File: src/rtl/bsearch_ctrl.sv
// bsearch_ctrl: sequential binary-search controller for an external magnitude comparator.
//
// Drives a registered operand (guess) onto comparator input a, reads back the
// less/greater/equal flags for the unknown target on input b, and narrows the
// [lo, hi] window by one probe per clock until the target is hit or the window
// collapses at the range boundary.
//
// Optional feature macro: BSEARCH_FLAG_CHECK_EN
//   defined   -> a non-one-hot flag vector aborts the search with err=1
//   undefined -> err is tied 0; flag priority is equal > greater > less,
//                and an all-zero flag vector is treated as less
//
// Ports:
//   clk          rising-edge clock
//   rst_n        asynchronous active-low reset
//   start        begin a new search (sampled only in IDLE or DONE)
//   guess        registered comparator operand
//   cmp_less     comparator flag: guess < target
//   cmp_greater  comparator flag: guess > target
//   cmp_equal    comparator flag: guess == target
//   busy         high while searching
//   done         high while in DONE, held until the next start
//   found        valid with done: target located
//   err          valid with done: invalid flag combination seen
//   result       located value when found, else 0
//   steps        number of probes taken
module bsearch_ctrl #(
    parameter int unsigned WIDTH = 8
) (
    input  logic                        clk,
    input  logic                        rst_n,
    input  logic                        start,
    output logic [WIDTH-1:0]            guess,
    input  logic                        cmp_less,
    input  logic                        cmp_greater,
    input  logic                        cmp_equal,
    output logic                        busy,
    output logic                        done,
    output logic                        found,
    output logic                        err,
    output logic [WIDTH-1:0]            result,
    output logic [$clog2(WIDTH+2)-1:0]  steps
);

    localparam int unsigned SW = $clog2(WIDTH + 2);

    localparam logic [1:0] S_IDLE   = 2'd0;
    localparam logic [1:0] S_SEARCH = 2'd1;
    localparam logic [1:0] S_DONE   = 2'd2;

    localparam logic [WIDTH-1:0] ONE_W  = WIDTH'(1);
    localparam logic [WIDTH:0]   ONE_W1 = (WIDTH + 1)'(1);
    localparam logic [SW-1:0]    ONE_S  = SW'(1);

    logic [1:0]       state_q, state_d;
    logic [WIDTH-1:0] lo_q, lo_d;
    logic [WIDTH-1:0] hi_q, hi_d;
    logic [WIDTH-1:0] guess_q, guess_d;
    logic [WIDTH-1:0] result_q, result_d;
    logic [SW-1:0]    steps_q, steps_d;
    logic             found_q, found_d;
    logic             err_q, err_d;
    logic             bad_flags;

    // Midpoints of the shrunk window, kept one bit wider so lo+hi never wraps.
    logic [WIDTH:0] mid_dn;
    logic [WIDTH:0] mid_up;

    assign mid_dn = {1'b0, lo_q} + {1'b0, guess_q} - ONE_W1;
    assign mid_up = {1'b0, guess_q} + ONE_W1 + {1'b0, hi_q};

`ifdef BSEARCH_FLAG_CHECK_EN
    assign bad_flags = !$onehot({cmp_less, cmp_greater, cmp_equal});
`else
    // Without the check the flop below never sets, so err stays at 0.
    assign bad_flags = 1'b0;
`endif

    always_comb begin
        state_d  = state_q;
        lo_d     = lo_q;
        hi_d     = hi_q;
        guess_d  = guess_q;
        result_d = result_q;
        steps_d  = steps_q;
        found_d  = found_q;
        err_d    = err_q;

        case (state_q)
            S_IDLE, S_DONE: begin
                if (start) begin
                    lo_d     = '0;
                    hi_d     = '1;
                    guess_d  = {1'b0, {(WIDTH-1){1'b1}}};
                    steps_d  = '0;
                    found_d  = 1'b0;
                    err_d    = 1'b0;
                    result_d = '0;
                    state_d  = S_SEARCH;
                end
            end
            S_SEARCH: begin
                steps_d = steps_q + ONE_S;
                if (bad_flags) begin
                    err_d    = 1'b1;
                    found_d  = 1'b0;
                    result_d = '0;
                    state_d  = S_DONE;
                end else if (cmp_equal) begin
                    result_d = guess_q;
                    found_d  = 1'b1;
                    state_d  = S_DONE;
                end else if (cmp_greater) begin
                    // guess == lo means the window is exhausted downward.
                    if (guess_q == lo_q) begin
                        found_d = 1'b0;
                        state_d = S_DONE;
                    end else begin
                        hi_d    = guess_q - ONE_W;
                        guess_d = mid_dn[WIDTH:1];
                    end
                end else begin
                    // cmp_less, or no flag at all.
                    if (guess_q == hi_q) begin
                        found_d = 1'b0;
                        state_d = S_DONE;
                    end else begin
                        lo_d    = guess_q + ONE_W;
                        guess_d = mid_up[WIDTH:1];
                    end
                end
            end
            default: state_d = S_IDLE;
        endcase
    end

    always_ff @(posedge clk or negedge rst_n) begin
        if (!rst_n) begin
            state_q  <= S_IDLE;
            lo_q     <= '0;
            hi_q     <= '0;
            guess_q  <= '0;
            result_q <= '0;
            steps_q  <= '0;
            found_q  <= 1'b0;
            err_q    <= 1'b0;
        end else begin
            state_q  <= state_d;
            lo_q     <= lo_d;
            hi_q     <= hi_d;
            guess_q  <= guess_d;
            result_q <= result_d;
            steps_q  <= steps_d;
            found_q  <= found_d;
            err_q    <= err_d;
        end
    end

    assign guess  = guess_q;
    assign busy   = (state_q == S_SEARCH);
    assign done   = (state_q == S_DONE);
    assign found  = found_q;
    assign err    = err_q;
    assign result = result_q;
    assign steps  = steps_q;

endmodule
File: config.mk
export PLATFORM = sky130hd
export DESIGN_NAME = bsearch_ctrl
export DESIGN_NICKNAME = d
export VERILOG_FILES = /design/src/rtl/bsearch_ctrl.sv
export SDC_FILE = /design/constraint.sdc
export NUM_CORES = 1
export LEC_CHECK = 0
export BUFFER_PORTS_ARGS = -buffer_cell sky130_fd_sc_hd__buf_2
export CORE_UTILIZATION = 55
export DETAILED_ROUTE_END_ITERATION = 16
export GPL_TIMING_DRIVEN = 0
export PLACE_DENSITY = 0.76
export SKIP_CTS_REPAIR_TIMING = 1
export SLEW_MARGIN = 20
export SYNTH_ARGS = -nofsm -noshare
export SYNTH_HDL_FRONTEND = slang
export SYNTH_SLANG_ARGS = --single-unit
export TNS_END_PERCENT = 100
File: constraint.sdc
create_clock -name clk -period 4.8 [get_ports clk]
set_clock_uncertainty 0.2 [all_clocks]
set_input_delay 0.24 -clock clk [delete_from_list [all_inputs] [get_ports clk]]
set_output_delay 0.24 -clock clk [all_outputs]
set_load 0.01 [all_outputs]
; ---- Yosys cells after proc, flatten, opt, wreduce, memory -nomap -nowiden
; Cells that the tools add are included.
[totals]
register_bits = 39
out_inout_bits = 24
[classes]
addsub = 7
eq_ne = 15
n_mux = 32
reduce_logical = 10
[op_table]
columns = cell, count
row1 = $mux W8, 14
row2 = $pmux W8 S2, 4
row3 = $eq A8 B8 Y1, 2
row4 = $reduce_and A5 Y1, 3
row5 = $ne A2 B2 Y1 const B, 7
row6 = $mux W2, 5
row7 = $add A8 B1 Y9 const B, 1
row8 = $add A8 B8 Y9, 1
row9 = $add A9 B8 Y9, 1
row10 = $sub A9 B1 Y9 const B, 1
row11 = $add A8 B1 Y8 const B, 1
row12 = $ne A4 B3 Y1 const B, 2
row13 = $pmux W4 S2, 1
row14 = $sub A8 B1 Y8 const B, 1
row15 = $ne A3 B3 Y1 const B, 2
row16 = $reduce_and A3 Y1, 2
row17 = $mux W1, 5
row18 = $add A4 B1 Y4 const B, 1
row19 = $mux W4, 1
row20 = $pmux W2 S2, 1
row21 = $reduce_and A4 Y1, 1
row22 = $eq A2 B1 Y1 const B, 1
row23 = $eq A2 B2 Y1 const B, 1
row24 = $logic_not A2 Y1, 1
row25 = other kinds (4), 4

; ---- Longest topological paths before layout
; Gate-level depths: netlist of run 1.
[depth]
ltp_word = 6
mapped_depth = 12

; ---- Least setup slack after synthesis of run 1
; Ideal clock, no wire load.
[synth_timing]
path_type = reg-to-reg
startpoint = reg guess_q[2] (netlist: guess[2])
endpoint = reg guess_q[7] (netlist: guess[7])
setup_ns = 0.122
t_arrival_ns = 2.480
required_ns = 4.478
path_slack_ns = 1.998
stages_incl_launch_ff = 12
path_cell_list = dfrtp_1 -> clkbuf_1 -> inv_2 -> ha_1 -> inv_1 -> ha_1 -> a21oi_1 -> o211ai_1 -> o41ai_1 -> xor2_1 -> nand2_1 -> a32o_1
[synth_between]
elab_chain_len = 6
word_cells_on_any_way = 14
classes_between = 4 x add/sub / 4 x eq/ne / 5 x mux / 1 x reduce/logical
[synth_lines]
columns = item, line
row1 = from (decl), 58  ; logic [WIDTH-1:0] guess_q, guess_d;
row2 = from (signal assigned), 151  ; guess_q <= guess_d;
row3 = $add A8 B1 Y9 / $add A8 B8 Y9 (equally long branches), "70, 69"
row4 = $add A9 B8 Y9 / $sub A9 B1 Y9 (equally long branches), "70, 69"
row5 = "$mux W8, on equally long branches", "124, 115"
row6 = $mux W8, 113  ; end else if (cmp_greater) begin
row7 = $mux W8, 109  ; end else if (cmp_equal) begin
row8 = $pmux W8 S2, 89  ; case (state_q)
; Parallel ways exist; a longest one is shown, timed or not. The select of a mux whose other input is x is not followed.
; A chain may end at the register's enable or synchronous reset.

; ---- Worst setup path in the final report of run 1
; Ends and elaborated chain as after synthesis.

==> flow_summary.json, run 1 <==
{
  "relSlewSlack_pct": 42.5,
  "num_io_pins": 30,
  "clk_pin_slew_ps": 80,
  "gr-total-overflow": 0,
  "drt_iter0_drc": 131,
  "fp.dieH_um": 71.3,
  "leakage_nw": 1.35,
  "routed_via_density": 5.70,
  "cp_num_buf_inv": 3,
  "path_cells": "clkbuf_1 -> inv_2 -> ha_1 -> inv_1 -> ha_1 -> a21oi_1 -> o211ai_1 -> o41ai_1 -> xor2_1 -> nand2_1 -> a32o_1",
  "antenna_cells": 0,
  "clockRootBuffer": "clkbuf_8",
  "powerDensity_nw_per_um2": 732,
  "synth_edf_count": 0,
  "cp_top_family": "compound AO/OA/AOI/OAI gates",
  "synth.area.top_cells": "dfrtp_1 37%, ha_1 12%, xnor2_1 5.0%, inv_1 4.5%, nand2_1 3.8%",
  "path_class": "register to register",
  "placementRows": 24,
  "postSynthCellCount": 298,
  "fillers": 386,
  "crit_required_ps": 4790,
  "setup_violations": 0,
  "syn_area_per_cell_um2": 8.86,
  "synth-seq-area-share_pct": 37.0,
  "antenna_found_initial": 0,
  "cts_tree": "done",
  "initial_utilization_pct": 59.0,
  "violations": "DRC",
  "yosysTopAreaCellShare_pct": 37.0,
  "status": "finished, violations left",
  "worstPathMaxFanout": 7,
  "numPortBuffers": 27,
  "die_area_um2": 5080,
  "grt_pass1_vias": 2104,
  "startpoint_type": "register",
  "h-tree-depth": 2,
  "ant_nets": 0,
  "vias": 2199,
  "ir_drop_mv": 0.332,
  "drive_gt1_share_pct": 15.3,
  "synthArstFlopShare_pct": 100,
  "synthesis.area_um2": 2640,
  "grtUsageTotal_pct": 26.3,
  "synth_common_cells": "39 x dfrtp_1, 32 x inv_1, 27 x nand2_1",
  "setup_tns_ps": 0,
  "drcViolationCount": 1,
  "cp_slowest_cell": "ha_1",
  "multiInputGateArea_um2": 1480,
  "min_period_ps": 3210,
  "area_growth_pct": 12.2,
  "routed_wl_um": 6100,
  "critPathMaxStageDelay_ps": 390,
  "fin_ws_ps": 1590,
  "synth_cell_types": 43,
  "drt-wirelength-per-cell_um": 15.8,
  "ys.warnings.count": 0,
  "rsz0062_at_grt": "no",
  "pre_cts_ws_ps": 1580,
  "synth_seq_cells": 39,
  "hold_viol": 0,
  "grt_max_degree": 40,
  "tightestPinTransition_ps": 863,
  "post-route-period-util_pct": 66.9,
  "finalNetCount": 367,
  "cts.sinks": 39,
  "synth_flop_cell": "dfrtp_1",
  "synth.most_common_cell": "dfrtp_1",
  "maxCapViolCount": 0,
  "hold_path_class": "input port to register",
  "hpwlAfterDp_um": 4740,
  "endpoint_kind": "register",
  "synth_nets": 332,
  "grt_pass1_wl_um": 10000,
  "fmax_ghz": 0.311,
  "arrival_ps": 3200,
  "slew_viol_final": 0,
  "drtPass1Iterations": 10,
  "die_w_um": 71.3,
  "cts_buffer_depth": 2,
  "clk_latency_ps": 300,
  "cts-buffers-inserted": 5,
  "synth_top_cell_by_area": "dfrtp_1",
  "cp_common_cell": "ha_1",
  "gp_congestion": 0.890,
  "regArea_um2": 976,
  "core-area_um2": 4470
}
[flip-flops by register name, summed over array words and instances (netlist names)]
register  cells
hi_q          8
guess         8
state_q       2
result        8
steps         4
lo_q          8
found         1
[final timing paths]
kind                                       start               endpoint  slack (ps)  depth (start not counted)
max                         guess[2]$_DFFE_PN0P_   guess[7]$_DFFE_PN0P_        1590                         11
min reg2reg                result[3]$_DFFE_PN0P_  result[3]$_DFFE_PN0P_         280                          2
min in group asynchronous                  rst_n   guess[0]$_DFFE_PN0P_         390                          2
max reg2reg                 guess[2]$_DFFE_PN0P_   guess[7]$_DFFE_PN0P_        1590                         11
min                                    cmp_equal      found$_DFFE_PN0P_          60                          3
max in group asynchronous                  rst_n   guess[4]$_DFFE_PN0P_        3470                          2
[placed cells by master (no fill, tap or decap), types with 2 or more instances in the layout]
cell type / n
xnor2_1: 15
o41ai_1: 2
a31oi_1: 4
clkinv_1: 2
o21ai_1: 6
xor2_1: 4
a2111oi_4: 2
inv_2: 3
nand2_1: 27
nor4_2: 4
nand2b_1: 4
ha_1: 26
inv_1: 32
o22ai_1: 2
a21oi_1: 19
clkbuf_8: 5
o21ai_0: 14
fa_1: 2
buf_2: 31
o31ai_1: 11
clkbuf_1: 4
nor2_1: 24
nor2b_1: 6
a211oi_1: 2
nand3_1: 11
dfrtp_1: 39
nor3_1: 10
o21bai_1: 3
[layer usage]
metal  share of wire, %  track usage, %
met4                1.6            10.4
met3                6.6            4.64
met5                  0               0
met1                 44            35.7
met2                 47            42.0
[cell families after synthesis]
| kind of cell | after synthesis | share of synthesized area (%) |
|---|---|---|
| adder cells (fa/ha/maj) | 28 | 13.8 |
| buffers and inverters | 46 | 6.87 |
| AND/OR/NAND/NOR | 92 | 17.1 |
| flip-flops | 39 | 37.0 |
| AO/OA/AOI/OAI | 73 | 18.8 |
| XOR/XNOR | 19 | 6.30 |
| other | 1 | 0.142 |
[report_power, final]
part	leakage, nW	switching, mW	internal [mW]
clock network	0.0581	0.127	0.155
logic	0.833	0.813	0.553
registers	0.459	0.0878	0.432
[through the flow]
step                utilization (%)  power [mW]  instances  hold slack (ps)  cell area, µm²
finish                         66.2        2.17        386             63.1            2960
global route                   66.2        2.35        386             66.3            2960
CTS                            66.0        2.17        385             -117            2950
detailed placement             63.5        1.88        377              206            2840
global placement               63.5        1.84        377              196            2840
floorplan                         -        1.52        298             -256            2640
[final cells by class]
| type | instances | share of cell area [%] |
|---|---|---|
| buffer | 9 | 1.44 |
| tap | 52 | 2.20 |
| timing repair buffer | 28 | 4.90 |
| sequential | 39 | 32.9 |
| clock buffer | 5 | 2.32 |
| clock inverter | 3 | 1.48 |
| inverter | 37 | 4.69 |
| multi-input combinational | 213 | 50.0 |
[worst register-to-register path: stages (launching register included)]
cell and delay, ps:
dfrtp_1 370, clkbuf_1 340, inv_2 140, ha_1 390
inv_1 60, ha_1 280, a21oi_1 190, o211ai_1 150
o41ai_1 370, xor2_1 270, nand2_1 90, a32o_1 270
Power figures use the tool's default switching activity.
==> run 2: changes to the inputs <==
--- a/config.mk
+++ b/config.mk
@@ -5,11 +5,12 @@
 export SDC_FILE = /design/constraint.sdc
 export NUM_CORES = 1
 export LEC_CHECK = 0
+export ABC_AREA = 1
 export BUFFER_PORTS_ARGS = -buffer_cell sky130_fd_sc_hd__buf_2
-export CORE_UTILIZATION = 55
+export CORE_UTILIZATION = 54
 export DETAILED_ROUTE_END_ITERATION = 16
 export GPL_TIMING_DRIVEN = 0
-export PLACE_DENSITY = 0.76
+export PLACE_DENSITY = 0.77
 export SKIP_CTS_REPAIR_TIMING = 1
 export SLEW_MARGIN = 20
 export SYNTH_ARGS = -nofsm -noshare
==> constraint.sdc (replaced) <==
create_clock -name clk -period 2.8 [get_ports clk]
set_clock_uncertainty 0.2 [all_clocks]
set_input_delay 0.14 -clock clk [delete_from_list [all_inputs] [get_ports clk]]
set_output_delay 0.14 -clock clk [all_outputs]
set_load 0.01 [all_outputs]
==> run 2 against run 1 <==
The run now ends clean. Critical path type unchanged. Final area grew 8.8%. Maximum frequency grew 26%. Global-route usage shrank 0.21 points. Largest power group unchanged. Clock power grew 36%. Combinational power grew 110%. Register-to-register slack lost 1300 ps. Area after synthesis grew 10%. Synthesized cell count grew 34%. Setup slack lost 1300 ps.
==> flow_summary.json, run 2 <==
{
  "status": "complete, no violations",
  "drcViolationCount": 0,
  "cts_buffer_depth": 2,
  "h-tree-depth": 2,
  "synth_cell_types": 40,
  "grt_pass1_wl_um": 10900,
  "die_area_um2": 5700,
  "setup_tns_ps": 0,
  "clockRootBuffer": "clkbuf_8",
  "final_cell_area_um2": 3220,
  "synth_seq_cells": 39,
  "synth_flop_cell": "dfrtp_1",
  "numPortBuffers": 26,
  "hpwlAfterDp_um": 5370,
  "place_area_um2": 3130,
  "crit_required_ps": 2800,
  "worstPathMaxFanout": 7,
  "final_common_cell": "nand2_1",
  "yosysTopAreaCellShare_pct": 33.5,
  "cts_tree": "done",
  "initial_utilization_pct": 56.7,
  "rsz0062_at_grt": "no",
  "area_growth_pct": 10.5,
  "ant_nets": 0,
  "synth.most_common_cell": "nand2_1",
  "arrival_ps": 2560,
  "fp.dieH_um": 75.5,
  "gr-total-overflow": 0,
  "finalNetCount": 466,
  "synthesis.area_um2": 2920,
  "grt_pass1_vias": 2352,
  "num_io_pins": 30,
  "synth-seq-area-share_pct": 33.5,
  "synthArstFlopShare_pct": 100,
  "synth_nets": 433,
  "ir_drop_mv": 0.750,
  "drt_iter0_drc": 204,
  "postSynthCellCount": 399,
  "drive_gt1_share_pct": 13.2,
  "cts.sinks": 39,
  "routed_via_density": 5.19,
  "hold_viol": 0,
  "drtPass1Iterations": 4,
  "pre_cts_ws_ps": 110,
  "cts-buffers-inserted": 5,
  "ys.warnings.count": 0,
  "synth_top_cell_by_area": "dfrtp_1",
  "synth_common_cells": "91 x nand2_1, 68 x inv_1, 46 x nor2_1",
  "vias": 2609,
  "final_cell_mix": "91 x nand2_1, 67 x inv_1, 46 x nor2_1, 38 x dfrtp_1, 34 x nand3_1",
  "min_period_ps": 2560,
  "die_w_um": 75.5,
  "post-route-period-util_pct": 91.4,
  "gp_congestion": 0.876,
  "grtUsageTotal_pct": 26.1,
  "leakage_nw": 1.68,
  "synth_edf_count": 0,
  "synth.area.top_cells": "dfrtp_1 33%, nand2_1 12%, ha_1 11%, inv_1 8.8%, nor2_1 5.9%",
  "fmax_ghz": 0.391,
  "slew_viol_final": 0,
  "routed_wl_um": 6740,
  "startpoint_type": "register",
  "drt-wirelength-per-cell_um": 13.4,
  "fin_ws_ps": 241,
  "powerDensity_nw_per_um2": 1300,
  "tightestPinTransition_ps": 899,
  "clk_latency_ps": 300,
  "clk_pin_slew_ps": 80,
  "core-area_um2": 5140,
  "endpoint_kind": "register",
  "maxCapViolCount": 0,
  "grt_max_degree": 40,
  "antenna_cells": 0,
  "hold_path_class": "input port to register",
  "antenna_found_initial": 0,
  "path_class": "register to register",
  "placementRows": 26,
  "relSlewSlack_pct": 40.1,
  "syn_area_per_cell_um2": 7.31,
  "setup_violations": 0
}
## run 2: layout make-up
class                   instances  area (µm²)
fillers                       517        1920
clock inverters                 1        5.00
flip-flops and latches         39         977
well taps                      70        87.6
plain buffers                   6        42.5
clock buffers                   7        76.3
repair buffers                 27         140
multi-input cells             280        1620
inverters                      73         274
## run 2: metal layers
metal | vias up | part of all wire, % | GRT usage, %
met5 | - | 0 | 0
met4 | 0 | 1.7 | 9.26
met3 | 8 | 5.2 | 4.10
met2 | 61 | 48 | 43.4
met1 | 1194 | 46 | 34.4
li1 | 1346 | - | -
## run 2: critical path, stage by stage, from the launching register on
cell and delay [ps]:
dfrtp_1 490, inv_1 200, ha_1 240, inv_1 50, ha_1 200, inv_1 70, fa_1 400, inv_1 100
nand3_1 110, nand3_1 80, nand2_1 50, nand3_1 90, nand3_1 80, nand2_1 60, inv_1 40
## run 2: final timing paths
path                                  startpoint                      to  slack (ps)  depth (start not counted)
max in group asynchronous                  rst_n    guess[1]$_DFFE_PN0P_        1480                          2
min in group asynchronous                  rst_n     lo_q[0]$_DFFE_PN0P_         310                          2
setup / recovery            guess[0]$_DFFE_PN0P_    guess[6]$_DFFE_PN0P_         240                         14
hold reg to reg            result[3]$_DFFE_PN0P_   result[3]$_DFFE_PN0P_         280                          2
hold / removal                             start  state_q[1]$_DFFE_PN0P_           8                          4
setup reg to reg            guess[0]$_DFFE_PN0P_    guess[6]$_DFFE_PN0P_         240                         14
## run 2: stage by stage
stage          utilization (%)  hold slack [ps]  instances  total power [mW]
2_1_floorplan                -             -356        399              3.08
3_3_place_gp              61.0              109        495              3.75
3_5_place_dp              61.0              116        495              3.81
4_1_cts                   62.6             -204        503              4.21
5_1_grt                   62.7             43.1        503              4.68
6_report                  62.7             7.77        503              4.20
## run 2: logic make-up after synthesis
group / count (synthesis) / share of synthesized area [%]
compound gates: 50 / 10.8
flops: 39 / 33.5
fa+ha+maj: 28 / 12.5
xor+xnor: 5 / 1.50
simple gates: 196 / 30.6
other cells: 1 / 0.129
buf+inv: 80 / 11.0
## run 2: power breakdown
| group | internal [mW] | switching [mW] | total, mW |
|---|---|---|---|
| clock network | 0.175 | 0.208 | 0.384 |
| logic | 1.08 | 1.78 | 2.86 |
| registers | 0.768 | 0.192 | 0.961 |
| total | 2.02 | 2.18 | 4.20 |
